$ cat src/rtl/uart_parity_engine.sv
// -----------------------------------------------------------------------------
// uart_parity_engine
//   Parity engine for the UART datapath.
//   TX side: captures a parallel word on Data_Valid && !busy and produces the
//   frame parity bit one clock later (par_bit held, par_valid single-cycle pulse).
//   RX side: accumulates deserialised data bits for the current frame, compares
//   the received parity bit and raises a sticky par_err (chk_done pulses).
//
// Ports
//   clk, rst_n      clock (posedge) and asynchronous active-low reset
//   par_en          parity enabled for the frame being captured / started
//   par_mode        00 even, 01 odd, 10 mark, 11 space
//   data_len        valid data bits (1..DATA_WIDTH, otherwise DATA_WIDTH)
//   P_DATA          TX parallel data
//   Data_Valid      TX word offered
//   busy            serializer busy, blocks capture
//   par_bit         TX parity bit of the last captured frame
//   par_valid       1-cycle pulse when par_bit is updated with parity enabled
//   rx_start        start of RX frame (clears accumulator, latches config)
//   rx_bit_valid    rx_bit carries a data bit
//   rx_bit          RX data bit
//   rx_par_sample   rx_par_bit carries the received parity bit
//   rx_par_bit      received parity bit
//   par_err         sticky parity/length error of the current RX frame
//   chk_done        1-cycle pulse when par_err is updated by a check
// -----------------------------------------------------------------------------
module uart_parity_engine #(
   parameter int DATA_WIDTH = 8,
   parameter int LEN_W      = $clog2(DATA_WIDTH + 1)
) (
   input  logic                  clk,
   input  logic                  rst_n,
   input  logic                  par_en,
   input  logic [1:0]            par_mode,
   input  logic [LEN_W-1:0]      data_len,
   input  logic [DATA_WIDTH-1:0] P_DATA,
   input  logic                  Data_Valid,
   input  logic                  busy,
   output logic                  par_bit,
   output logic                  par_valid,
   input  logic                  rx_start,
   input  logic                  rx_bit_valid,
   input  logic                  rx_bit,
   input  logic                  rx_par_sample,
   input  logic                  rx_par_bit,
   output logic                  par_err,
   output logic                  chk_done
);

   localparam logic [LEN_W-1:0] FULL_LEN   = LEN_W'(DATA_WIDTH);
   localparam logic [1:0]       MODE_EVEN  = 2'b00;
   localparam logic [1:0]       MODE_ODD   = 2'b01;
   localparam logic [1:0]       MODE_MARK  = 2'b10;
   localparam logic [1:0]       MODE_SPACE = 2'b11;
   localparam logic [0:0]       ST_IDLE    = 1'b0;
   localparam logic [0:0]       ST_ACC     = 1'b1;

   // Parity of a frame given the XOR of its (masked) data bits.
   function automatic logic par_fn(input logic x, input logic [1:0] mode);
      logic p;
      case (mode)
         MODE_EVEN:  p = x;
         MODE_ODD:   p = ~x;
         MODE_MARK:  p = 1'b1;
         MODE_SPACE: p = 1'b0;
         default:    p = 1'b0;
      endcase
      return p;
   endfunction

   // Out-of-range lengths (0 or above DATA_WIDTH) mean a full-width frame.
   function automatic logic [LEN_W-1:0] eff_len(input logic [LEN_W-1:0] l);
      logic [LEN_W-1:0] r;
      if ((l >= LEN_W'(1)) && (l <= FULL_LEN)) begin
         r = l;
      end else begin
         r = FULL_LEN;
      end
      return r;
   endfunction

   // Clear every bit at index >= len.
   function automatic logic [DATA_WIDTH-1:0] mask_data(input logic [DATA_WIDTH-1:0] d,
                                                       input logic [LEN_W-1:0]      len);
      logic [DATA_WIDTH-1:0] m;
      m = '0;
      for (int i = 0; i < DATA_WIDTH; i++) begin
         if (LEN_W'(i) < len) begin
            m[i] = d[i];
         end else begin
            m[i] = 1'b0;
         end
      end
      return m;
   endfunction

   // ---------------------------------------------------------------- TX path
   logic                  capture_s;
   logic [DATA_WIDTH-1:0] masked_s;
   logic                  tx_par_s;
   logic                  par_bit_r;
   logic                  par_valid_r;

   // TX parity of the word currently offered.
   always_comb begin
      capture_s = Data_Valid & ~busy;
      masked_s  = mask_data(P_DATA, eff_len(data_len));
      tx_par_s  = par_fn(^masked_s, par_mode);
   end

   // TX capture register: par_bit holds between captures, par_valid pulses.
   always_ff @(posedge clk or negedge rst_n) begin
      if (!rst_n) begin
         par_bit_r   <= 1'b0;
         par_valid_r <= 1'b0;
      end else if (capture_s) begin
         if (par_en) begin
            par_bit_r   <= tx_par_s;
            par_valid_r <= 1'b1;
         end else begin
            par_bit_r   <= 1'b0;
            par_valid_r <= 1'b0;
         end
      end else begin
         par_valid_r <= 1'b0;
      end
   end

   assign par_bit   = par_bit_r;
   assign par_valid = par_valid_r;

   // ---------------------------------------------------------------- RX path
   logic [0:0]       state_r,   state_nxt_s;
   logic             acc_r,     acc_nxt_s;
   logic [LEN_W-1:0] cnt_r,     cnt_nxt_s;
   logic             err_r,     err_nxt_s;
   logic             done_r,    done_nxt_s;
   logic             cfg_en_r,  cfg_en_nxt_s;
   logic [1:0]       cfg_mode_r, cfg_mode_nxt_s;
   logic [LEN_W-1:0] cfg_len_r, cfg_len_nxt_s;
   logic             acc_bit_s;
   logic [LEN_W-1:0] cnt_bit_s;

   // RX next-state: a data bit arriving with the parity sample is folded in
   // first (acc_bit_s/cnt_bit_s) so the check sees the complete frame.
   always_comb begin
      state_nxt_s    = state_r;
      acc_nxt_s      = acc_r;
      cnt_nxt_s      = cnt_r;
      err_nxt_s      = err_r;
      done_nxt_s     = 1'b0;
      cfg_en_nxt_s   = cfg_en_r;
      cfg_mode_nxt_s = cfg_mode_r;
      cfg_len_nxt_s  = cfg_len_r;
      acc_bit_s      = acc_r;
      cnt_bit_s      = cnt_r;

      if (rx_bit_valid && (cnt_r < cfg_len_r)) begin
         acc_bit_s = acc_r ^ rx_bit;
         cnt_bit_s = cnt_r + LEN_W'(1);
      end else begin
         acc_bit_s = acc_r;
         cnt_bit_s = cnt_r;
      end

      if (rx_start) begin
         state_nxt_s    = ST_ACC;
         err_nxt_s      = 1'b0;
         cfg_en_nxt_s   = par_en;
         cfg_mode_nxt_s = par_mode;
         cfg_len_nxt_s  = eff_len(data_len);
         if (rx_bit_valid) begin
            acc_nxt_s = rx_bit;
            cnt_nxt_s = LEN_W'(1);
         end else begin
            acc_nxt_s = 1'b0;
            cnt_nxt_s = '0;
         end
      end else if (state_r == ST_ACC) begin
         acc_nxt_s = acc_bit_s;
         cnt_nxt_s = cnt_bit_s;
         if (rx_par_sample) begin
            state_nxt_s = ST_IDLE;
            if (cfg_en_r) begin
               err_nxt_s  = (rx_par_bit != par_fn(acc_bit_s, cfg_mode_r)) |
                            (cnt_bit_s != cfg_len_r);
               done_nxt_s = 1'b1;
            end else begin
               err_nxt_s  = 1'b0;
               done_nxt_s = 1'b0;
            end
         end else begin
            state_nxt_s = ST_ACC;
         end
      end else begin
         state_nxt_s = ST_IDLE;
      end
   end

   // RX state, accumulator, latched frame config and check outputs.
   always_ff @(posedge clk or negedge rst_n) begin
      if (!rst_n) begin
         state_r    <= ST_IDLE;
         acc_r      <= 1'b0;
         cnt_r      <= '0;
         err_r      <= 1'b0;
         done_r     <= 1'b0;
         cfg_en_r   <= 1'b1;
         cfg_mode_r <= MODE_EVEN;
         cfg_len_r  <= FULL_LEN;
      end else begin
         state_r    <= state_nxt_s;
         acc_r      <= acc_nxt_s;
         cnt_r      <= cnt_nxt_s;
         err_r      <= err_nxt_s;
         done_r     <= done_nxt_s;
         cfg_en_r   <= cfg_en_nxt_s;
         cfg_mode_r <= cfg_mode_nxt_s;
         cfg_len_r  <= cfg_len_nxt_s;
      end
   end

   assign par_err  = err_r;
   assign chk_done = done_r;

endmodule

$ cat config.mk
export PLATFORM = sky130hd
export DESIGN_NAME = uart_parity_engine
export DESIGN_NICKNAME = d
export VERILOG_FILES = /design/src/rtl/uart_parity_engine.sv
export SDC_FILE = /design/constraint.sdc
export NUM_CORES = 1
export LEC_CHECK = 0
export CORE_ASPECT_RATIO = 1.5
export CORE_MARGIN = 5
export CORE_UTILIZATION = 35
export DETAILED_ROUTE_END_ITERATION = 10
export GPL_TIMING_DRIVEN = 1
export PLACE_DENSITY = 0.66
export SLEW_MARGIN = 20
export SYNTH_ARGS = -nofsm -noshare
export SYNTH_HDL_FRONTEND = slang
export SYNTH_SLANG_ARGS = --single-unit
$ cat constraint.sdc
create_clock -name clk -period 2.8 [get_ports clk]
set_input_delay 0.28 -clock clk [delete_from_list [all_inputs] [get_ports clk]]
set_output_delay 0.28 -clock clk [all_outputs]
set_load 0.03 [all_outputs]
==> results.cfg, run 1 <==
[synthesis]
synthTopCellsByCount = dfrtp_1, nor2_1, xnor2_1
synth_cell_types = 40
synth_edf_count = 0
synth.area.top_cells = dfrtp_1, xnor2_1, dfstp_2, xor2_1, ha_1
async_flop_share_pct = 100
yosysTopAreaCell = dfrtp_1
ys_seq_area_share_pct = 37.6
netlist_area_mm2 = 0.00114
yosysMostFrequentCell = dfrtp_1
synth_flop_cell = dfrtp_1
synth_seq_cells = 17
yosys_warnings = 0
yosysTopAreaCellShare_pct = 33.0
syn_inst = 122
syn_avg_cell_area_um2 = 9.32
synth_fp_nets = 150

[power_and_ir_drop]
p_sw_uw = 201
intPower_uw = 477
swShare_pct = 29.7
ir_worst_vdd_mv = 0.222
power_density_mw_per_mm2 = 445
p_total_uw = 679
p_seq_share_pct = 42.8
clock_power_share_pct = 27.3
p_leak_uw = 0.000649
comb_power_share_pct = 29.9

[sta]
finalHoldViolations = 0
tightest_slew_ns = 0.732
clock.fmax_ghz = 0.410
rsz0062_at_grt = false
slew_violations = 0
relSlewSlack_pct = 51.1
min_period_ns = 2.44
fin_crit_sh_pct = 87.1
setup_viol = 0
finalSetupTns_ns = 0
finalClockSkew_ns = 0.00344

[detailed_routing]
via_count = 989
route.detailed.drc = 0
drt-initial-drc-count = 16
wl_per_cell_um = 13.1
dr.pass1.iters = 4
postRouteAntennaNets = 0
routed_via_density = 5.07
routed_wl_um = 2550

[clock_tree]
clk_latency_ns = 0.25
cts-root-buf = clkbuf_8
cts_sinks = 17
ctsResizeCount = 0
clk_path_buf_depth = 2
postCtsHoldBufs = 0
cts_tree = done
numCtsBuffers = 3
clkSlewWorstSetupHoldPaths_ns = 0.07
postCtsSetupBuffers = 0
cts_max_level = 1

[critical_path]
cp-end-kind = flip-flop
arrival_ns = 2.59
cp.required_ns = 2.95
crit_path_max_fanout = 5
critPathLaunchType = input port
worstSetupPathType = input port to flip-flop

[place]
gp_congestion = 0.788
dp_hpwl_um = 2080
place.port_buffers = 27
placed_area_mm2 = 0.00148

[global_routing]
grt_pass1_wl_um = 4440
grt-ovfl-total = 0
antenna_found_initial = 0
track_usage_pct = 12.3
grt_max_degree = 20
first_global_vias = 1029

[floorplanning]
dieWidth_um = 56.5
pin_count = 28
die-area_mm2 = 0.00451
die_h_um = 79.8
core-area_mm2 = 0.00316
initial_core_util_pct = 36.0
rows = 25

[layout]
n_fill_cell = 286
drive_gt1_share_pct = 11.0
regArea_um2 = 428
layout.nets = 184
diodes = 0
area_growth_pct = 34.2
multi_input_area_um2 = 664
fin_area_mm2 = 0.00153
fin_util_pct = 48.3

[worst_hold_path]
hold_path.class = input port to async pin

[outcome]
outcome = complete, no violations

[job]
maxCapViolCount = 0
final cells by class:
cell class	instances	share of cell area (%)
Sequential cell	17	28.0
Clock buffer	3	2.70
Tap cell	40	3.28
Inverter	8	1.97
Multi-Input combinational cell	94	43.5
Clock inverter	1	0.328
Timing Repair Buffer	32	20.2
registers in the layout (all words and copies together), names as in the netlist:
| name | cells |
|---|---|
| cfg_len_r | 4 |
| cnt_r | 4 |
| cfg_mode_r | 2 |
| acc_r | 1 |
| cfg_en_r | 1 |
| chk_done | 1 |
| par_bit | 1 |
| par_err | 1 |
| par_valid | 1 |
| state_r | 1 |
cell families after synthesis:
family / synth area share, %
muxes: 6.60
adders and majority gates: 4.40
and+or+nand+nor: 18.5
xor gates and xnor gates: 11.6
AOI/OAI and AO/OA: 17.4
buffers and inverters: 3.96
DFF: 37.6
worst paths after layout:
kind	cells past startpoint	start	slack, ns	endpoint
min reg2reg	2	cfg_len_r[3]	0.52	cfg_len_r[3]
max	8	data_len[2]	0.36	par_bit
min in group clk	2	cfg_len_r[3]	0.52	cfg_len_r[3]
min	1	rst_n	0.46	cnt_r[1]
max in group asynchronous	1	rst_n	1.88	cfg_len_r[0]
max reg2reg	7	cnt_r[1]	0.46	par_err
metrics by stage:
step | hold WS (ns) | cells | setup WS (ns)
finish | 0.461 | 195 | 0.360
global route | 0.547 | 195 | 0.178
CTS | 0.499 | 195 | 0.348
detailed placement | 0.505 | 191 | 0.0764
global placement | 0.496 | 191 | 0.116
floorplan | -0.0156 | 122 | 0.641
cells in the final DEF (no fill, tap or decap), types with 2 or more instances in the layout:
cell and instances:
nand2_1 7, clkbuf_8 3, xnor2_1 9, dfstp_2 2
o22ai_1 2, nor2b_1 2, mux2_2 4, dfrtp_1 15
o211ai_1 2, inv_1 8, ha_1 4, nand3_1 4
clkdlybuf4s50_1 27, a21oi_1 5, mux2i_1 3, nor2_1 9
nor3_1 3, a211o_1 2, o21ai_0 7, nand3b_1 3
xor2_1 6, buf_4 5, nand2b_1 4
power groups by stage:
stage / registers [uW] / clock network, uW / logic, uW
floorplan: 301 / 0 / 115
global placement: 294 / 0 / 200
detailed placement: 295 / 0 / 205
CTS: 291 / 187 / 206
global route: 294 / 198 / 227
finish: 291 / 185 / 203
layer usage:
layer | track usage (%) | part of all wire, % | vias to the layer above | wire length [um]
met2 | 22.8 | 53 | 23 | 1360
met5 | 0 | 0 | - | 0
met1 | 13.7 | 41 | 461 | 1040
met3 | 0.971 | 3.8 | 4 | 98
met4 | 6.41 | 2.0 | 0 | 51
li1 | - | - | 501 | -
worst max-delay path: stages:
cell and delay (ns):
clkdlybuf4s50_1 0.46, or4b_1 0.54, and3b_1 0.21, a211o_1 0.24
a2111o_1 0.40, a21oi_1 0.18, xnor2_1 0.08, a22o_1 0.19
Note: power is estimated with default switching activity, not from simulation.
==> run 2: changes to the inputs <==
- CORE_UTILIZATION: 35 -> 48
- PLACE_DENSITY: 0.66 -> 0.84
==> results.cfg, run 2 (synthesis results as in run 1) <==
[sta]
finalHoldViolations = 0
fin_crit_sh_pct = 86.1
rsz0062_at_grt = false
relSlewSlack_pct = 49.8
slew_violations = 0
finalSetupTns_ns = 0
setup_viol = 0
tightest_slew_ns = 0.751
min_period_ns = 2.41
clock.fmax_ghz = 0.415
finalClockSkew_ns = 0.00514

[place]
dp_hpwl_um = 2140
place.port_buffers = 27
gp_congestion = 0.848
placed_area_mm2 = 0.00146

[layout]
layout.nets = 184
fin_util_pct = 65.8
n_fill_cell = 187
diodes = 0
multi_input_area_um2 = 664
mostFrequentLayoutCell = clkdlybuf4s50_1
area_growth_pct = 30.7
drive_gt1_share_pct = 11.0
layout_common_cells = clkdlybuf4s50_1, dfrtp_1, nor2_1, xnor2_1, inv_1
reg_top3 = cfg_len_r x4, cnt_r x4, cfg_mode_r x2
regArea_um2 = 428
fin_area_mm2 = 0.00149

[detailed_routing]
dr.pass1.iters = 3
route.detailed.drc = 0
wl_per_cell_um = 14.3
routed_via_density = 5.80
drt-initial-drc-count = 15
routed_wl_um = 2540
postRouteAntennaNets = 0
via_count = 1033

[clock_tree]
postCtsSetupBuffers = 0
ctsResizeCount = 0
cts_max_level = 1
postCtsHoldBufs = 0
cts-root-buf = clkbuf_4
cts_sinks = 17
cts_tree = done
clk_latency_ns = 0.28
numCtsBuffers = 3
clkSlewWorstSetupHoldPaths_ns = 0.10
clk_path_buf_depth = 2

[floorplanning]
core-area_mm2 = 0.00226
initial_core_util_pct = 50.3
rows = 21
dieWidth_um = 49.7
pin_count = 28
die-area_mm2 = 0.00346
die_h_um = 69.6

[worst_hold_path]
hold_path.class = input port to async pin

[power_and_ir_drop]
intPower_uw = 432
p_leak_uw = 0.000641
clock_power_share_pct = 20.4
ir_worst_vdd_mv = 0.225
swShare_pct = 30.8
comb_power_share_pct = 33.0
power_density_mw_per_mm2 = 419
p_seq_share_pct = 46.6
p_sw_uw = 192

[global_routing]
track_usage_pct = 15.3
grt_pass1_wl_um = 4370
antenna_found_initial = 0
grt_max_degree = 20
first_global_vias = 1097
grt-ovfl-total = 0

[outcome]
outcome = complete, no violations

[critical_path]
arrival_ns = 2.59
startpoint = data_len[3]
cp.required_ns = 2.98
reg2reg_from = cnt_r[1]
critPathLaunchType = input port
crit_path_max_fanout = 5
worstSetupPathType = input port to flip-flop
cp-end-kind = flip-flop

[job]
maxCapViolCount = 0
[run 2: cell counts in the layout (fill, tap and decap cells not counted)]
Identical to the previous run, type by type.
[run 2: through the flow]
step                std cells  total power (uW)  setup slack [ns]  hold WS (ns)
floorplan                 122               416             0.641       -0.0156
global placement          174               492             0.146         0.496
detailed placement        174               502             0.107         0.512
CTS                       178               632             0.395         0.450
global route              178               669             0.249         0.477
finish                    178               624             0.390         0.428
[run 2: final timing paths]
kind	to	slack [ns]	depth (start not counted)
min in group clk	par_bit	0.53	1
min	cnt_r[2]	0.43	1
max	par_bit	0.39	8
max reg2reg	par_err	0.40	7
max in group asynchronous	acc_r	1.90	1
min reg2reg	par_bit	0.53	1
[run 2: metal layers]
metal | up-vias | track usage [%] | part of all wire [%]
met5 | - | 0 | 0
met4 | 0 | 5.83 | 3.5
met3 | 8 | 3.01 | 4.4
met2 | 28 | 29.5 | 55
met1 | 494 | 15.1 | 37
li1 | 503 | - | -
[run 2: final cells by class]
class	instances	area share (%)
Multi-Input combinational cell	94	44.7
Sequential cell	17	28.8
Timing Repair Buffer	32	20.7
Inverter	8	2.02
Tap cell	23	1.94
Clock buffer	3	1.52
Clock inverter	1	0.337
[run 2: power groups by stage]
stage	logic (uW)	registers [uW]	clock network [uW]
final	206	291	127
after global routing	228	294	147
after global placement	199	293	0
after CTS	207	291	134
after floorplan	115	301	0
after detailed placement	206	295	0
[run 2: worst max-delay path, cell delays in order]
cell and delay, ns:
clkdlybuf4s50_1 0.47, or4b_1 0.50, and3b_1 0.21, a211o_1 0.24, a2111o_1 0.41, a21oi_1 0.20, xnor2_1 0.08, a22o_1 0.19
==> run 3: changes to the inputs <==
- CTS_CLUSTER_DIAMETER: unset -> 120
- HOLD_SLACK_MARGIN: unset -> 0.15
- TNS_END_PERCENT: unset -> 20
==> results of run 3 <==
The final DEF is identical to that of run 2; final timing and power are the same.
